File: config.mk
export PLATFORM = sky130hd
export DESIGN_NAME = mem_readback_streamer
export DESIGN_NICKNAME = d
export VERILOG_FILES = /design/src/rtl/mem_readback_streamer_pkg.sv /design/src/rtl/mem_readback_streamer_flat_byte_select.sv /design/src/rtl/mem_readback_streamer.sv
export SDC_FILE = /design/constraint.sdc
export NUM_CORES = 1
export LEC_CHECK = 0
export BUFFER_PORTS_ARGS = -buffer_cell sky130_fd_sc_hd__buf_2
export CELL_PAD_IN_SITES_DETAIL_PLACEMENT = 1
export CELL_PAD_IN_SITES_GLOBAL_PLACEMENT = 1
export CORE_AREA = 2 2 330 332
export CTS_BUF_LIST = sky130_fd_sc_hd__clkbuf_4
export DETAILED_ROUTE_END_ITERATION = 10
export DIE_AREA = 0 0 332 334
export HOLD_SLACK_MARGIN = 0.03
export PLACE_DENSITY = 0.48
export SYNTH_ARGS = -nofsm -noshare
export SYNTH_HDL_FRONTEND = slang
export SYNTH_SLANG_ARGS = --single-unit
File: constraint.sdc
create_clock -name clk -period 5.7 [get_ports clk]
set_input_delay 1.14 -clock clk [delete_from_list [all_inputs] [get_ports clk]]
set_output_delay 1.14 -clock clk [all_outputs]
set_load 0.1 [all_outputs]
File: src/rtl/mem_readback_streamer_pkg.sv
// mem_readback_streamer_pkg: shared sizes, software-visible region offsets and FSM state encoding
package mem_readback_streamer_pkg;
  localparam int NUM_BYTES_DEF = 102;
  localparam int ADDR_W_DEF    = 8;
  localparam int REGION_HDR    = 0;
  localparam int REGION_A      = 5;
  localparam int REGION_B      = 37;
  localparam int REGION_TAIL   = 101;
  typedef enum logic [1:0] {ST_IDLE, ST_STREAM, ST_FIN} state_t;
endpackage

File: src/rtl/mem_readback_streamer_flat_byte_select.sv
// flat_byte_select: combinational NUM_BYTES:1 byte mux from a flat bus (byte j at j*8+:8); out-of-range index gives 0
// ports: i_bus flat image, i_idx byte index, o_byte selected byte
module flat_byte_select #(
  parameter int NUM_BYTES = 102,
  parameter int IDX_W     = 8
) (
  input  logic [NUM_BYTES*8-1:0] i_bus,
  input  logic [IDX_W-1:0]       i_idx,
  output logic [7:0]             o_byte
);
  always_comb begin
    o_byte = '0;
    for (int j = 0; j < NUM_BYTES; j++)
      if (i_idx == IDX_W'(j)) o_byte = i_bus[j*8+:8];
  end
endmodule

File: src/rtl/mem_readback_streamer.sv
// mem_readback_streamer: streams a window of a flat byte memory out on a valid/ready byte stream
// ports: clk, reset (sync, active-high); start/base_addr/length request; all_data_in memory image;
//        tx_data/tx_valid/tx_ready/tx_last stream; busy, done (1-cycle pulse), err (range error, held)
// option: define STREAM_CHECKSUM_EN to append an XOR checksum beat carrying tx_last
module mem_readback_streamer
  import mem_readback_streamer_pkg::*;
#(
  parameter int NUM_BYTES = NUM_BYTES_DEF,
  parameter int ADDR_W    = ADDR_W_DEF
) (
  input  logic                   clk,
  input  logic                   reset,
  input  logic                   start,
  input  logic [ADDR_W-1:0]      base_addr,
  input  logic [ADDR_W-1:0]      length,
  input  logic [NUM_BYTES*8-1:0] all_data_in,
  output logic [7:0]             tx_data,
  output logic                   tx_valid,
  input  logic                   tx_ready,
  output logic                   tx_last,
  output logic                   busy,
  output logic                   done,
  output logic                   err
);
  state_t            r_state;
  logic [ADDR_W-1:0] r_idx;
  logic [ADDR_W-1:0] r_rem;
  logic [7:0]        r_data;
  logic              r_valid, r_last, r_busy, r_done, r_err;
  logic [ADDR_W:0]   w_end;
  logic              w_range_err;
  logic [ADDR_W-1:0] w_sel_idx;
  logic [7:0]        w_byte;
`ifdef STREAM_CHECKSUM_EN
  logic [7:0]        r_csum;
  logic              r_ck;
`endif
  // extra bit so base+length cannot wrap before the bound check
  assign w_end       = {1'b0, base_addr} + {1'b0, length};
  assign w_range_err = w_end > (ADDR_W+1)'(NUM_BYTES);
  // IDLE fetches the first byte; STREAM prefetches the next one for the same-edge reload
  assign w_sel_idx   = (r_state == ST_IDLE) ? base_addr : r_idx + ADDR_W'(1);
  flat_byte_select #(.NUM_BYTES(NUM_BYTES), .IDX_W(ADDR_W)) u_sel (
    .i_bus (all_data_in),
    .i_idx (w_sel_idx),
    .o_byte(w_byte)
  );
  assign tx_data  = r_data;
  assign tx_valid = r_valid;
  assign tx_last  = r_last;
  assign busy     = r_busy;
  assign done     = r_done;
  assign err      = r_err;
  always_ff @(posedge clk) begin
    if (reset) begin
      r_state <= ST_IDLE;
      r_idx   <= '0;
      r_rem   <= '0;
      r_data  <= '0;
      r_valid <= 1'b0;
      r_last  <= 1'b0;
      r_busy  <= 1'b0;
      r_done  <= 1'b0;
      r_err   <= 1'b0;
`ifdef STREAM_CHECKSUM_EN
      r_csum  <= '0;
      r_ck    <= 1'b0;
`endif
    end else begin
      case (r_state)
        ST_IDLE: if (start) begin
          r_err <= 1'b0;
          r_idx <= base_addr;
          r_rem <= length;
`ifdef STREAM_CHECKSUM_EN
          r_csum <= '0;
          r_ck   <= 1'b0;
`endif
          if (w_range_err) begin
            r_err   <= 1'b1;
            r_done  <= 1'b1;
            r_state <= ST_FIN;
          end else if (length == '0) begin
`ifdef STREAM_CHECKSUM_EN
            r_state <= ST_STREAM;
            r_busy  <= 1'b1;
            r_data  <= '0;
            r_valid <= 1'b1;
            r_last  <= 1'b1;
            r_ck    <= 1'b1;
`else
            r_done  <= 1'b1;
            r_state <= ST_FIN;
`endif
          end else begin
            r_state <= ST_STREAM;
            r_busy  <= 1'b1;
            r_data  <= w_byte;
            r_valid <= 1'b1;
`ifdef STREAM_CHECKSUM_EN
            r_last  <= 1'b0;
`else
            r_last  <= length == ADDR_W'(1);
`endif
          end
        end
        ST_STREAM: if (r_valid && tx_ready) begin
`ifdef STREAM_CHECKSUM_EN
          if (r_ck) begin
            r_valid <= 1'b0;
            r_last  <= 1'b0;
            r_busy  <= 1'b0;
            r_done  <= 1'b1;
            r_state <= ST_FIN;
          end else if (r_rem == ADDR_W'(1)) begin
            r_data <= r_csum ^ r_data;
            r_last <= 1'b1;
            r_ck   <= 1'b1;
          end else begin
            r_csum <= r_csum ^ r_data;
            r_idx  <= r_idx + ADDR_W'(1);
            r_rem  <= r_rem - ADDR_W'(1);
            r_data <= w_byte;
          end
`else
          if (r_rem == ADDR_W'(1)) begin
            r_valid <= 1'b0;
            r_last  <= 1'b0;
            r_busy  <= 1'b0;
            r_done  <= 1'b1;
            r_state <= ST_FIN;
          end else begin
            r_idx  <= r_idx + ADDR_W'(1);
            r_rem  <= r_rem - ADDR_W'(1);
            r_data <= w_byte;
            r_last <= r_rem == ADDR_W'(2);
          end
`endif
        end
        ST_FIN: begin
          r_done  <= 1'b0;
          r_state <= ST_IDLE;
        end
        default: r_state <= ST_IDLE;
      endcase
    end
  end
endmodule

==> reports/metrics.cfg <==
[sta]
period_share_pct=92.1
fin_hold_ws_ns=0.540
finalSetupViolations=0
min_period_ns=5.25
max_freq_mhz=191
rsz0062_at_grt=no
hold_viol=0
setup_slack_ns=0.451
maxSlewViolCount=0
relSlewSlack_pct=16.4
worst_pin_slew_ns=1.25
fin_tns_setup_ns=0
clock_skew_ns=0.0605

[synthesis]
yosys.area.top_type=o21ai_0
ys_seq_elements=30
yosysTopAreaCellShare_pct=7.13
synthTopCellsByArea=o21ai_0 (7.1%), o22ai_1 (6.4%), a21oi_1 (5.4%), dfxtp_1 (5.3%), nand2_1 (5.3%)
syn_inst=1756
synthesis.area_sq_um=11300
avgSynthCellArea_sq_um=6.43
ys_seq_area_share_pct=5.32
mappedNetlistNets=2605
yosys_warnings=0
synth_flop_cell=dfxtp_1
synth_edf_count=0
ys_types=103
ys_async_sr_fraction_pct=0

[status]
outcome=finished clean

[worst_setup_path]
critPathTopFamily=compound AO/OA/AOI/OAI gates
start_kind=register
crit_path_max_incr_delay_ns=1.05
worstPathArrival_ns=5.62
cp_max_fo=22
critical_path.slowest_cell=a211oi_2
crit_chain=buf_4, nor2_2, nand2_1, buf_4, a211oi_2, a221o_1, nand3_1, a2111oi_0, o21ai_0, a211oi_1, a21o_1, a41o_1
worstSetupPathType=reg -> reg
endpoint_kind=register
worst-path-buf-inv=2
worstPathRequired_ns=6.07
cp_common_cell=buf_4

[routing]
drtAntennaViolNets=0
wl_microns=179000
drc_errors=0
drtPass1Iterations=8
post_drt_wl_per_cell_microns=43.9
routed_via_density=5.52
vias=22488
first_iter_violations=2901

[pwr]
leakage_uw=0.00767
cellPowerDensity_nw_per_um2=163
power_uw=3020
peakVddDrop_v=0.0000777

[final_layout]
fillers=13349
finalInstanceArea_sq_um=18500
final_nets=3472
drive_gt1_share_pct=43.1
synthToLayoutAreaGrowth_pct=64.2

[global_routing]
antenna_found_initial=136
grt_pass1_wl_microns=227000
grt-ovfl-total=0
grt_max_degree=38
grt_use_total_pct=30.5
grt_pass1_vias=22182

[clock_tree]
cts_made_buffers=5
hold_buffers=0
insertion_delay_ns=0.47
cts_setup_buffers=0
ctsResizeCount=0
cts_max_level=2
clockRootBuffer=clkbuf_4
clockBufferDepth=2
tritoncts=yes
path_clk_slew_ns=0.15
clock-sinks=30

[place]
port-buffer-count=848
place_area_sq_um=18400
hpwl_microns=150000
pre_cts_ws_ns=0.0716
place.gp.congestion=0.967

[die]
die_w_microns=332
initial_core_util_pct=10.5
dieArea_sq_um=111000
num_io_pins=849
rows=121
core_region_area_sq_um=108000
die_y_microns=334

[job]
maxCapViolations=0

[worst_hold_path]
hold_class=reg -> reg

## metal layers
| metal | share of wire, % | global-route usage (%) | up-vias | wire length [microns] |
|---|---|---|---|---|
| li1 | - | - | 8995 | - |
| met1 | 41 | 38.5 | 11241 | 73400 |
| met4 | 3.6 | 8.25 | 138 | 6440 |
| met2 | 44 | 49.1 | 1703 | 79100 |
| met5 | 0.48 | 0 | - | 861 |
| met3 | 11 | 10.6 | 411 | 19100 |
## report_power, final
part	internal [uW]	switching, uW
clock	45.9	137
combinational	809	1760
sequential	232	33.2
## worst min-delay path: cells and delay by family (launching register included)
family             cells  cell delay [ns]
AOI/OAI and AO/OA      2             0.17
DFF                    1             0.35
## logic make-up after synthesis
group / synth area share, %
and+or+nand+nor: 24.6
adders and majority gates: 1.51
xor gates and xnor gates: 0.532
buffers and inverters: 8.26
AOI/OAI and AO/OA: 58.7
muxes: 1.14
DFF: 5.32
## registers in the layout, indices dropped and copies added (netlist names)
| signal | cells |
|---|---|
| busy | 1 |
| done | 1 |
| err | 1 |
| r_idx | 8 |
| r_rem | 8 |
| r_state | 2 |
| tx_data | 8 |
| tx_last | 1 |
## cell type report
class	count	area [sq um]	area share, %
Antenna cell	36	90.1	0.486
Clock buffer	5	37.5	0.202
Clock inverter	3	16.3	0.0877
Inverter	16	60.1	0.324
Multi-Input combinational cell	1521	10000	54.0
Sequential cell	30	601	3.24
Tap cell	1414	1770	9.54
Timing Repair Buffer	1049	5950	32.1
## cell usage in the layout (no fill, tap or decap), types with 33 or more instances in the layout
cell type,synthesis,final
buf_2,92,848
buf_4,9,185
o21ai_0,161,160
nand2_1,160,160
nor2_1,151,148
a21oi_1,122,119
o22ai_1,115,115
a22oi_1,63,63
a221oi_1,62,62
nand3_1,60,54
nor3_1,41,39
o221ai_1,38,38
diode_2,0,36
o211ai_1,33,33
## Yosys cell counts (all sizes together) (30+ instances only)
| library cell | number |
|---|---|
| a211oi | 40 |
| a21oi | 122 |
| a221oi | 63 |
| a22oi | 64 |
| buf | 121 |
| clkbuf | 68 |
| dfxtp | 30 |
| nand2 | 161 |
| nand3 | 62 |
| nor2 | 152 |
| nor3 | 50 |
| o211ai | 35 |
| o21ai | 167 |
| o221ai | 38 |
| o22ai | 116 |
## path summary, 6_finish.rpt
kind	from	endpoint	slack, ns	cells past startpoint
hold / removal	err	err	0.54	2
setup reg to reg	r_state[0]	tx_data[1]	0.45	12
hold reg to reg	err	err	0.54	2
setup / recovery	r_state[0]	tx_data[1]	0.45	12
## per-stage QoR
stage / utilization, % / cells
floorplan: - / 1756
CTS: 17.1 / 4037
global route: 17.1 / 4047
detailed placement: 17.1 / 4029
finish: 17.2 / 4074
global placement: 17.1 / 4029
Note: power is estimated with default switching activity, not from simulation.
